**config.mk**
```make
export PLATFORM = sky130hd
export DESIGN_NAME = dot_accum_flat
export DESIGN_NICKNAME = d
export VERILOG_FILES = /design/src/rtl/dot_accum_if.sv /design/src/rtl/dot_accum.sv /design/src/flat_wrapper.sv
export SDC_FILE = /design/constraint.sdc
export NUM_CORES = 1
export LEC_CHECK = 0
export CORE_MARGIN = 10
export CORE_UTILIZATION = 45
export CTS_BUF_LIST = sky130_fd_sc_hd__clkbuf_8
export CTS_CLUSTER_DIAMETER = 60
export DETAILED_ROUTE_END_ITERATION = 10
export GPL_TIMING_DRIVEN = 0
export PLACE_DENSITY = 0.71
export SLEW_MARGIN = 20
export SYNTH_ARGS = -nofsm -noshare
export SYNTH_HDL_FRONTEND = slang
export SYNTH_SLANG_ARGS = --single-unit
```
**constraint.sdc**
```tcl
create_clock -name clk -period 3.9 [get_ports clk]
set_clock_uncertainty 0.2 [all_clocks]
set_input_delay 0.975 -clock clk [delete_from_list [all_inputs] [get_ports clk]]
set_output_delay 0.975 -clock clk [all_outputs]
set_load 0.02 [all_outputs]
```
**src/rtl/dot_accum_if.sv**
```systemverilog
// rtl/dot_accum_if.sv - input beat and completed-sum handshake bundle for dot_accum
interface dot_accum_if #(
  parameter int SIZEI = 11,
  parameter int ACC_W = 16
);
  logic                    in_valid;
  logic                    in_ready;
  logic                    in_first;
  logic                    in_last;
  logic signed [SIZEI-1:0] in_data;
  logic                    out_valid;
  logic                    out_ready;
  logic signed [ACC_W-1:0] out_data;
  logic                    out_sat;

  modport master (
    output in_valid, in_first, in_last, in_data, out_ready,
    input  in_ready, out_valid, out_data, out_sat
  );

  modport slave (
    input  in_valid, in_first, in_last, in_data, out_ready,
    output in_ready, out_valid, out_data, out_sat
  );
endinterface

```
**src/rtl/dot_accum.sv**
```systemverilog
// rtl/dot_accum.sv - saturating group accumulator for one dot_product lane
// Partials are summed per first/last group; completed sums queue in a FWFT FIFO.
module dot_accum #(
  parameter int SIZEI      = 11,
  parameter int ACC_W      = 16,
  parameter int FIFO_DEPTH = 4,
  localparam int PW        = $clog2(FIFO_DEPTH),
  localparam int CW        = PW + 1
) (
  input  logic          clk,
  input  logic          rst,
  dot_accum_if.slave    bus,
  output logic          err_restart,
  output logic [CW-1:0] fifo_count
);

  typedef enum logic {IDLE = 1'b0, ACC = 1'b1} state_t;

  localparam logic signed [ACC_W:0] SUM_MAX = {2'b00, {(ACC_W-1){1'b1}}};
  localparam logic signed [ACC_W:0] SUM_MIN = {2'b11, {(ACC_W-1){1'b0}}};

  state_t                  state_q, state_d;
  logic signed [ACC_W-1:0] acc_q, acc_d;
  logic                    sat_q, sat_d;
  logic                    err_q, err_d;
  logic [PW-1:0]           wr_ptr_q, wr_ptr_d;
  logic [PW-1:0]           rd_ptr_q, rd_ptr_d;
  logic [CW-1:0]           count_q, count_d;
  logic signed [ACC_W-1:0] mem_data_q [FIFO_DEPTH];
  logic signed [ACC_W-1:0] mem_data_d [FIFO_DEPTH];
  logic                    mem_sat_q  [FIFO_DEPTH];
  logic                    mem_sat_d  [FIFO_DEPTH];

  logic                    accept;
  logic                    push;
  logic                    pop;
  logic                    fresh;
  logic                    sat_new;
  logic signed [ACC_W:0]   base_ext;
  logic signed [ACC_W:0]   sum;
  logic signed [ACC_W-1:0] clamped;

  assign bus.in_ready  = (count_q != CW'(FIFO_DEPTH));
  assign bus.out_valid = (count_q != '0);
  assign bus.out_data  = mem_data_q[rd_ptr_q];
  assign bus.out_sat   = mem_sat_q[rd_ptr_q];
  assign fifo_count    = count_q;
  assign err_restart   = err_q;

  assign accept = bus.in_valid && bus.in_ready;
  assign push   = accept && bus.in_last;
  assign pop    = bus.out_valid && bus.out_ready;
  // A first beat, or any beat with no open group, starts from zero.
  assign fresh  = bus.in_first || (state_q == IDLE);

  always_comb begin
    base_ext = fresh ? '0 : {acc_q[ACC_W-1], acc_q};
    sum      = base_ext + {{(ACC_W+1-SIZEI){bus.in_data[SIZEI-1]}}, bus.in_data};
    sat_new  = fresh ? 1'b0 : sat_q;
    clamped  = sum[ACC_W-1:0];
    if (sum > SUM_MAX) begin
      clamped = SUM_MAX[ACC_W-1:0];
      sat_new = 1'b1;
    end else if (sum < SUM_MIN) begin
      clamped = SUM_MIN[ACC_W-1:0];
      sat_new = 1'b1;
    end
  end

  always_comb begin
    state_d  = state_q;
    acc_d    = acc_q;
    sat_d    = sat_q;
    err_d    = 1'b0;
    wr_ptr_d = wr_ptr_q;
    rd_ptr_d = rd_ptr_q;
    count_d  = count_q;
    for (int i = 0; i < FIFO_DEPTH; i++) begin
      mem_data_d[i] = mem_data_q[i];
      mem_sat_d[i]  = mem_sat_q[i];
    end

    if (accept) begin
      err_d = bus.in_first && (state_q == ACC);
      if (bus.in_last) begin
        mem_data_d[wr_ptr_q] = clamped;
        mem_sat_d[wr_ptr_q]  = sat_new;
        wr_ptr_d             = wr_ptr_q + 1'b1;
        acc_d                = '0;
        sat_d                = 1'b0;
        state_d              = IDLE;
      end else begin
        acc_d   = clamped;
        sat_d   = sat_new;
        state_d = ACC;
      end
    end

    if (pop) begin
      rd_ptr_d = rd_ptr_q + 1'b1;
    end

    case ({push, pop})
      2'b10:   count_d = count_q + 1'b1;
      2'b01:   count_d = count_q - 1'b1;
      default: count_d = count_q;
    endcase
  end

  always_ff @(posedge clk) begin
    if (rst) begin
      state_q  <= IDLE;
      acc_q    <= '0;
      sat_q    <= 1'b0;
      err_q    <= 1'b0;
      wr_ptr_q <= '0;
      rd_ptr_q <= '0;
      count_q  <= '0;
      for (int i = 0; i < FIFO_DEPTH; i++) begin
        mem_data_q[i] <= '0;
        mem_sat_q[i]  <= 1'b0;
      end
    end else begin
      state_q  <= state_d;
      acc_q    <= acc_d;
      sat_q    <= sat_d;
      err_q    <= err_d;
      wr_ptr_q <= wr_ptr_d;
      rd_ptr_q <= rd_ptr_d;
      count_q  <= count_d;
      for (int i = 0; i < FIFO_DEPTH; i++) begin
        mem_data_q[i] <= mem_data_d[i];
        mem_sat_q[i]  <= mem_sat_d[i];
      end
    end
  end

endmodule
```
**src/flat_wrapper.sv**
```systemverilog
// flat-port wrapper written by rule: the top's interface ports become plain ports
module dot_accum_flat 
#(
  parameter int SIZEI      = 11,
  parameter int ACC_W      = 16,
  parameter int FIFO_DEPTH = 4,
  localparam int PW        = $clog2(FIFO_DEPTH),
  localparam int CW        = PW + 1
)
  (clk, rst, err_restart, fifo_count, bus_in_valid, bus_in_first, bus_in_last, bus_in_data, bus_out_ready, bus_in_ready, bus_out_valid, bus_out_data, bus_out_sat);
  dot_accum_if #(.SIZEI(SIZEI), .ACC_W(ACC_W)) bus_i ();
  input  logic clk;
  input  logic rst;
  output logic err_restart;
  output logic [CW-1:0] fifo_count;
  input wire logic [$bits(bus_i.in_valid)-1:0] bus_in_valid;
  input wire logic [$bits(bus_i.in_first)-1:0] bus_in_first;
  input wire logic [$bits(bus_i.in_last)-1:0] bus_in_last;
  input wire logic [$bits(bus_i.in_data)-1:0] bus_in_data;
  input wire logic [$bits(bus_i.out_ready)-1:0] bus_out_ready;
  output wire logic [$bits(bus_i.in_ready)-1:0] bus_in_ready;
  output wire logic [$bits(bus_i.out_valid)-1:0] bus_out_valid;
  output wire logic [$bits(bus_i.out_data)-1:0] bus_out_data;
  output wire logic [$bits(bus_i.out_sat)-1:0] bus_out_sat;
  assign bus_i.in_valid = bus_in_valid;
  assign bus_i.in_first = bus_in_first;
  assign bus_i.in_last = bus_in_last;
  assign bus_i.in_data = bus_in_data;
  assign bus_i.out_ready = bus_out_ready;
  assign bus_in_ready = bus_i.in_ready;
  assign bus_out_valid = bus_i.out_valid;
  assign bus_out_data = bus_i.out_data;
  assign bus_out_sat = bus_i.out_sat;
  dot_accum #(.SIZEI(SIZEI), .ACC_W(ACC_W), .FIFO_DEPTH(FIFO_DEPTH)) u_core (.clk(clk), .rst(rst), .bus(bus_i), .err_restart(err_restart), .fifo_count(fifo_count));
endmodule
```
==> impl_summary.md, run 1 <==
Critical path
The worst setup path is of the primary input to register kind. STA puts the critical path data required time at 3.98 ns. The kind of capture point of the worst setup path is a register. In this design, the largest share of critical-path delay is due to compound AO/OA/AOI/OAI gates. Traced cell by cell, the critical path runs through clkdlybuf4s15_2 -> nor2b_4 -> buf_4 -> and2_4 -> ha_4 -> a21o_1 -> or3_4 -> o211ai_4 -> nor3_4 -> buf_4 -> o32a_4 -> xnor2_1 -> a21oi_2 -> a211oi_1.

For the worst setup path, the data arrival time is roughly 3.9 ns. The delay of the slowest critical-path stage is roughly 0.4 ns. The maximum fanout along the worst path is 6.

The cell repeated most along the worst path is sky130_fd_sc_hd__buf_4. The number of buffers and inverters on the critical path is 3. For this design, the slowest cell found on the critical path is sky130_fd_sc_hd__o32a_4. The kind of start point of the critical path is a primary input.

Min path
The min-delay analysis places its worst path in the category register to register.

Flow run
Across the run, the number of max-cap violations was 0.

Route
The first-pass detailed-route iteration total is 4. The top metal layer carrying routed signals is met4. Wires add up to 13,180 um. The met3 layer wire length in the routed design is approximately 950 um. The first routing iteration left approximately 300 violations.

The detailed router put a total of between 5000 and 6000 um of wire on met1. The detail route stage leaves a number of antenna-violating nets equal to 0. The average wire per cell in the routed design is between 15 and 20 um. Dividing the detail-routed via count by the number of cells gives 5.743. The overall via count from detail_route is slightly above 4,000. Wire segments on met2 add up to between 6000 and 7000 um in the final route. In the routed design, unresolved DRC markers number 0.

Power and ir drop
In this run the static leakage power is 2.104 nW. The worst-case IR drop observed on VDD is 253.7 uV. The design draws roughly 0.0025 W. Power spread over the standard cell area amounts to roughly 420 mW/mm^2.

Timing
The transition time at the pin with the least slew margin is 0.6357 ns. Dividing the final minimum period by the clock period gives 0.9754. Adding up every negative setup slack in the final design gives 0 ns.

The number of max-slew violations in the final report is 0. Across all hold checks on the routed design, the worst slack comes to between 0.2 and 0.3 ns. The worst path needs 3.804 ns of the cycle, external delays included. Derived from the worst setup path, the maximum achievable clock frequency is roughly 0.26 GHz. The normalized max-slew margin is 0.5762.

The number of hold-slack violations in the final timing report is 0. The count of endpoints failing setup in the final report is 0.

Final layout
Of the cells placed in the final design, the portion with a size suffix greater than 1 is 0.1715. The layout-stage area growth over the synthesis result is 24.17%. The final net count is just over 600. For this run, the number of standard cells in the final layout without fillers is slightly above 700. The final standard cell area without fillers is a little under 0.006 mm^2.

The number of inserted diodes is 0.

Floorplanning
The die is approximately 120 um tall. The core region is between 0.01 and 0.015 mm^2. From left edge to right edge, the die measures 123.3 um. The initialized floorplan defines 37 standard-cell rows. The die covers between 0.015 and 0.02 mm^2.

The number of top-level pins is 40. The initial core utilization is 0.4632.

Placement
Buffers placed on the I/O ports in this run total 39. The area of placed instances is between 0.005 and 0.006 mm^2. At the end of routability-driven placement, the weighted congestion stood at between 0.8 and 0.9. After legalization and detailed placement, the total HPWL measured between 9000 and 10,000 um. The number of cells after detailed placement is just under 700.

Synth
Counting flops with an async set or reset pin after synthesis yields a share of 0. The post-synthesis register bit count is 96. The share of synthesized area in the top cell type comes to 0.4001. Sorting the synthesized cells by how often they occur yields sky130_fd_sc_hd__dfxtp_1 (96), sky130_fd_sc_hd__nor2_1 (85), sky130_fd_sc_hd__a211oi_1 (64). Counting every net in the synthesized netlist gives around 560. Sorting the synthesized cells by area gives the leading types as sky130_fd_sc_hd__dfxtp_1 (40%), sky130_fd_sc_hd__a211oi_1 (10%), sky130_fd_sc_hd__mux4_2 (8.0%). For this run, the number of Yosys warnings is 0. sky130_fd_sc_hd__dfxtp_1 is the most common cell in the netlist. Averaged over all synthesized cells, the footprint is approximately 9.3 um^2. Counting every instance in the synthesized netlist gives ~520. The number of different library cells used by synthesis comes to 54. The most instantiated flip-flop cell in the synthesis netlist is sky130_fd_sc_hd__dfxtp_1.

The total standard cell area after synthesis is 0.004803 mm^2. The library cell with the largest summed area after synthesis is sky130_fd_sc_hd__dfxtp_1. The number of synthesized flops with an enable pin is 0. The sequential cell area fraction in the yosys report is 0.4001.

Clock network
Buffers inserted during clock tree synthesis total 9. The clock-pin slew on the worst setup and hold paths is approximately 0.10 ns. The clock root buffer is sky130_fd_sc_hd__clkbuf_8. CTS saw 96 sinks.

No sink is reached through more buffers than the 2 on the longest clock path. The number of buffers inserted by hold repair at cts is 0. TritonCTS built the clock tree. For the worst-skew pair, the clock arrives at the later sink with an insertion delay of about 0.37 ns. The H-tree was split into 3 levels.

Global routing
The number of global-route vias before repair is between 4,000 and 5,000. The largest net degree at the start of global routing is 17. For this run the aggregate overflow at the end of global routing stands at 0. The initial antenna violation count is 0. The global-route usage over all layers is 0.1763. The first global-routing pass estimated roughly 21,000 um of wire.

Outcome
The flow ran to the end, and the final reports show no timing, DRC or antenna violations.
[metal layers]
| layer | vias up | GRT usage |
|---|---|---|
| met1 | 2002 | 0.2254 |
| met3 | 18 | 0.04102 |
| li1 | 1983 | - |
| met5 | - | 0 |
| met4 | 0 | 0.05677 |
| met2 | 126 | 0.2879 |
[cell type report]
cell class | instances | area [um^2]
Sequential cell | 96 | 1923
Inverter | 18 | 67.56
Clock inverter | 7 | 71.32
Tap cell | 136 | 170.2
Multi-Input combinational cell | 366 | 2913
Buffer | 36 | 196.4
Timing Repair Buffer | 51 | 499.2
Fill cell | 911 | 4405
Clock buffer | 9 | 123.9
[path summary, 6_finish.rpt]
check / startpoint / cells after the start / to / slack (ns)
max: bus_in_first / 14 / u_core.mem_sat_q[2]$_SDFFE_PP0P_ / 0.1
min: u_core.acc_q[6]$_SDFFE_PP0P_ / 2 / u_core.acc_q[6]$_SDFFE_PP0P_ / 0.25
max reg2reg: u_core.state_q$_SDFFE_PP0P_ / 13 / u_core.mem_sat_q[2]$_SDFFE_PP0P_ / 0.52
min reg2reg: u_core.acc_q[6]$_SDFFE_PP0P_ / 2 / u_core.acc_q[6]$_SDFFE_PP0P_ / 0.25
[cell families (layout without fill, tap and decap cells)]
family,count (synthesis),count (layout),synth area share
buf+inv,55,121,0.04714
compound gates,142,142,0.2152
flops,96,96,0.4001
mux,22,22,0.09013
xor+xnor,15,15,0.02735
simple gates,163,163,0.1550
fa+ha+maj,24,24,0.06512
[cells in the final DEF (no fill, tap or decap), types with 7 or more instances in the layout]
cell type                          n
sky130_fd_sc_hd__a211oi_2          7
sky130_fd_sc_hd__inv_1            19
sky130_fd_sc_hd__clkbuf_8          9
sky130_fd_sc_hd__nand2_1          24
sky130_fd_sc_hd__dfxtp_1          95
sky130_fd_sc_hd__a21oi_1          12
sky130_fd_sc_hd__o21ai_0          15
sky130_fd_sc_hd__clkbuf_1         27
sky130_fd_sc_hd__buf_4            12
sky130_fd_sc_hd__mux4_2           17
sky130_fd_sc_hd__a21oi_4          12
sky130_fd_sc_hd__and2_1           21
sky130_fd_sc_hd__xnor2_1           9
sky130_fd_sc_hd__nor2_1           85
sky130_fd_sc_hd__a211oi_1         57
sky130_fd_sc_hd__ha_1             20
sky130_fd_sc_hd__clkdlybuf4s50_1  38
[flip-flops by register name, indices dropped and copies added, names as in the netlist, named ones only]
| signal | flops |
|---|---|
| u_core.mem_data_q | 64 |
| u_core.acc_q | 16 |
| u_core.mem_sat_q | 4 |
| u_core.fifo_count | 3 |
| u_core.rd_ptr_q | 2 |
| u_core.wr_ptr_q | 2 |
| u_core.err_restart | 1 |
| u_core.sat_q | 1 |
| u_core.state_q | 1 |
[through the flow]
step / setup WS [ns] / utilization
2_1_floorplan: 0.007406 / -
3_3_place_gp: -1.065 / 0.5180
3_5_place_dp: -1.169 / 0.5180
4_1_cts: 0.002062 / 0.5588
5_1_grt: -0.01144 / 0.5752
6_report: 0.09592 / 0.5752
[power by group]
group	internal (W)	total, W	switching (W)
Sequential	0.00105	0.00110	0.0000462
Combinational	0.000334	0.000751	0.000417
Clock	0.000298	0.000668	0.000370
Total	0.00168	0.00252	0.000834
[worst register-to-register path: stages, from the launching register on]
cell and delay (ns):
sky130_fd_sc_hd__dfxtp_1 0.36, sky130_fd_sc_hd__nor2b_4 0.17, sky130_fd_sc_hd__buf_4 0.16, sky130_fd_sc_hd__and2_4 0.16, sky130_fd_sc_hd__ha_4 0.20, sky130_fd_sc_hd__a21o_1 0.20, sky130_fd_sc_hd__or3_4 0.35, sky130_fd_sc_hd__o211ai_4 0.24
sky130_fd_sc_hd__nor3_4 0.08, sky130_fd_sc_hd__buf_4 0.14, sky130_fd_sc_hd__o32a_4 0.40, sky130_fd_sc_hd__xnor2_1 0.28, sky130_fd_sc_hd__a21oi_2 0.10, sky130_fd_sc_hd__a211oi_1 0.25
[what timing repair did]
action                                  in CTS  in global routing
hold endpoints to repair                     0                  0
pin swaps                                    7                 10
setup buffers                                7                  4
endpoints found under the setup margin      96                 80
cloned                                       0                  1
gates resized for setup                     38                 21
Power figures use the tool's default switching activity.
==> inputs of run 2 (changes only) <==
- CORE_MARGIN: 10 -> unset
==> impl_summary.md, run 2 (same netlist as run 1, synthesis figures left out) <==
Outcome
Status: completed (unchanged).

Timing
The count of endpoints failing setup in the final report is 0 (unchanged). The number of max-slew violations in the final report came to 0 (unchanged). The total negative setup slack is 0 ns (unchanged). Setup repair after global routing could not meet its margin everywhere. The number of hold-slack violations in the final timing report came to 0 (unchanged).

The fmax is 0.2640 GHz (was 0.2629 GHz). The transition time at the pin with the least slew margin is 0.6741 ns (was 0.6357 ns). The minimum clock period came to 3.788 ns (was 3.804 ns). The fraction of the cycle the final worst path needs is 0.9714 (was 0.9754). The final worst-path setup slack is 0.1117 ns (was 0.09592 ns). The normalized max-slew margin is 0.5506 (was 0.5762).

Global routing
The global-route usage over all layers was 0.2285 (was 0.1763). The first-pass GRT wire length was 19,730 um (was 21,270 um). The remaining global-route overflow is 0 (unchanged). The largest net degree at the start of global routing is 16 (was 17). The number of global-route vias before repair was 3,963 (was 4,095).

The initial antenna violation count is 0 (unchanged).

Placement
The HPWL after detailed placement is 8855 um (was 9190 um). The worst setup slack after placement was -1.087 ns (was -1.169 ns). The quantity of I/O buffers inserted on ports is 39 (unchanged).

The weighted congestion at the end of routability-driven global placement is 0.8607 (was 0.8514).

Final layout
The register with the highest flop count is u_core.mem_data_q (unchanged). The post-route core utilization is 0.5742 (was 0.5752). The most frequent standard cell in the layout excluding fill and tap cells is sky130_fd_sc_hd__dfxtp_1 (unchanged). The layout cell share with drive strength beyond 1 came to 0.1681 (was 0.1715). The number of inserted diodes came to 0 (unchanged).

Highest-count cells in the layout ignoring fill and taps: sky130_fd_sc_hd__dfxtp_1 (95), sky130_fd_sc_hd__nor2_1 (85), sky130_fd_sc_hd__a211oi_1 (53) (was sky130_fd_sc_hd__dfxtp_1 (95), sky130_fd_sc_hd__nor2_1 (85), sky130_fd_sc_hd__a211oi_1 (57)). Leading registers by flop count: u_core.mem_data_q (64), u_core.acc_q (16), u_core.mem_sat_q (4) (unchanged). The flip-flop count of the largest register, all copies and words added was 64 (unchanged). The final net count is 612 (was 618). The layout-stage area growth over the synthesis result is 23.42% (was 24.17%).

Floorplanning
The overall die width was 105.3 um (was 123.3 um). The area of the placeable core is 0.01032 mm^2 (was 0.01037 mm^2). The die boundary height is 105.3 um (was 123.3 um). The number of rows created at floorplan came to 37 (unchanged). The number of top-level pins is 40 (unchanged). The initial core utilization came to 0.4653 (was 0.4632). The die outline area is 0.01109 mm^2 (was 0.01521 mm^2).

Route
The number of DRC violations after detailed routing is 0 (unchanged). The average via count per standard cell is 5.721 (was 5.743). The average wire per cell in the routed design is 17.31 um (was 18.34 um).

The residual antenna-violating net count after detailed routing came to 0 (unchanged). The final wirelength is 12,340 um (was 13,180 um). The violation count after the first detailed-routing iteration is 251 (was 295). The overall via count from detail_route is 4,079 (was 4,129).

The first-pass detailed-route iteration total came to 5 (was 4).

Clock network
The number of levels in the clock H-tree was 3 (unchanged). The clock root buffer is sky130_fd_sc_hd__clkbuf_8 (unchanged). The clock buffer count from CTS is 9 (unchanged). The clock latency on the worst-skew pair is 0.37 ns (about the same). The sink count of the clock tree is 96 (unchanged). The maximum number of buffers from clock root to sink is 2 (unchanged). The TritonCTS clock tree was done (unchanged). The number of buffers inserted by hold repair at cts is 0 (unchanged).

The clock-pin slew on the worst setup and hold paths came to 0.09 ns (was 0.10 ns).

Flow run
The reported max-cap violation count was 0 (unchanged).

Critical path
Ordered list of cells on the worst path: clkdlybuf4s15_1 -> nor2b_4 -> buf_6 -> and2_4 -> ha_4 -> a21o_1 -> or3_4 -> o211ai_4 -> nor3_4 -> o32ai_4 -> nand2_4 -> buf_12 -> a21oi_4 -> a211oi_1 (was clkdlybuf4s15_2 -> nor2b_4 -> buf_4 -> and2_4 -> ha_4 -> a21o_1 -> or3_4 -> o211ai_4 -> nor3_4 -> buf_4 -> o32a_4 -> xnor2_1 -> a21oi_2 -> a211oi_1). The slowest cell on the critical path is sky130_fd_sc_hd__o32ai_4 (was sky130_fd_sc_hd__o32a_4). The maximum fanout along the worst path is 10 (was 6). The kind of capture point of the worst setup path is a register (unchanged). The data arrival at the endpoint of the critical path is 3.82 ns (was 3.89 ns).

The family of cells with the greatest summed delay on the critical path is compound AO/OA/AOI/OAI gates (unchanged). The delay of the slowest critical-path stage is 0.41 ns (was 0.40 ns). The number of buffers and inverters on the critical path is 3 (unchanged).

The data required time of the worst path is 3.93 ns (was 3.98 ns). The kind of start point of the critical path is a primary input (unchanged). The category of the critical setup timing path is primary input to register (unchanged).

Power and ir drop
The leakage component of the power was 2.078 nW (was 2.104 nW). The power per unit of standard cell area came to 412.8 mW/mm^2 (was 422.3 mW/mm^2). The maximum ir drop on the vdd rail is 361.0 uV (was 253.7 uV).

Min path
The class of the tightest hold or removal check is register to register (unchanged).
run 2: cell types whose count changed in the layout (fill, tap and decap cells not counted), moves of 2 or more:
cell and delta:
sky130_fd_sc_hd__a211oi_1 -4, sky130_fd_sc_hd__a211oi_2 +4, sky130_fd_sc_hd__buf_4 -8, sky130_fd_sc_hd__buf_6 +2, sky130_fd_sc_hd__clkbuf_8 +2, sky130_fd_sc_hd__clkdlybuf4s15_2 -2, sky130_fd_sc_hd__inv_6 -2
run 2: per-layer routing:
metal  up-vias  GRT usage  share of wire
li1       1964          -              -
met1      1986     0.3055           0.45
met2       119     0.3802           0.48
met3        10    0.04205          0.056
met4         0    0.05835         0.0086
met5         -          0              0
run 2: worst paths after layout:
check / startpoint / to / slack, ns / cells after the start
worst min-delay path: u_core.acc_q[3]$_SDFFE_PP0P_ / u_core.acc_q[3]$_SDFFE_PP0P_ / 0.25 / 2
worst max-delay path: bus_in_first / u_core.mem_data_q[0][6]$_SDFFE_PP0P_ / 0.11 / 14
worst max register to register: u_core.state_q$_SDFFE_PP0P_ / u_core.mem_data_q[0][6]$_SDFFE_PP0P_ / 0.55 / 13
worst min register to register: u_core.acc_q[3]$_SDFFE_PP0P_ / u_core.acc_q[3]$_SDFFE_PP0P_ / 0.25 / 2
run 2: power by group:
| part | internal [W] | switching (W) | leakage [nW] | total (W) |
|---|---|---|---|---|
| Sequential | 0.00105 | 0.0000479 | 0.780 | 0.00110 |
| Combinational | 0.000331 | 0.000409 | 1.21 | 0.000740 |
| Clock | 0.000264 | 0.000341 | 0.0927 | 0.000606 |
| Total | 0.00165 | 0.000798 | 2.08 | 0.00245 |
run 2: area by class of cell:
class	count	area, um^2
Fill cell	896	4395
Tap cell	136	170.2
Inverter	18	67.56
Timing Repair Buffer	45	455.4
Clock buffer	11	151.4
Clock inverter	5	32.53
Buffer	36	190.2
Sequential cell	96	1923
Multi-Input combinational cell	366	2938
run 2: repair_timing:
action / CTS / global route
gates resized for setup: 30 / 33
pin swaps: 7 / 7
setup endpoints to repair: 95 / 90
setup buffers: 5 / 1
run 2: tightest hold or removal path, stage by stage, from the launching register on:
cell and delay, ns:
sky130_fd_sc_hd__dfxtp_1 0.33, sky130_fd_sc_hd__nand2_1 0.04, sky130_fd_sc_hd__o21ai_0 0.05
run 2: through the flow:
stage               hold slack (ns)  total power (W)  std cells  cell area (um^2)
finish                       0.2527         0.002447        713              5928
global route                 0.2764         0.002563        713              5928
CTS                          0.2541         0.002434        712              5762
detailed placement           0.2354         0.001805        692              5371
global placement             0.2312         0.001795        692              5371
floorplan                    0.2167         0.001564        517              4811
==> inputs of run 3 (changes only) <==
- SLEW_MARGIN: 20 -> 10
==> results of run 3 <==
No change in the layout: final DEF, timing and power equal those of run 2.
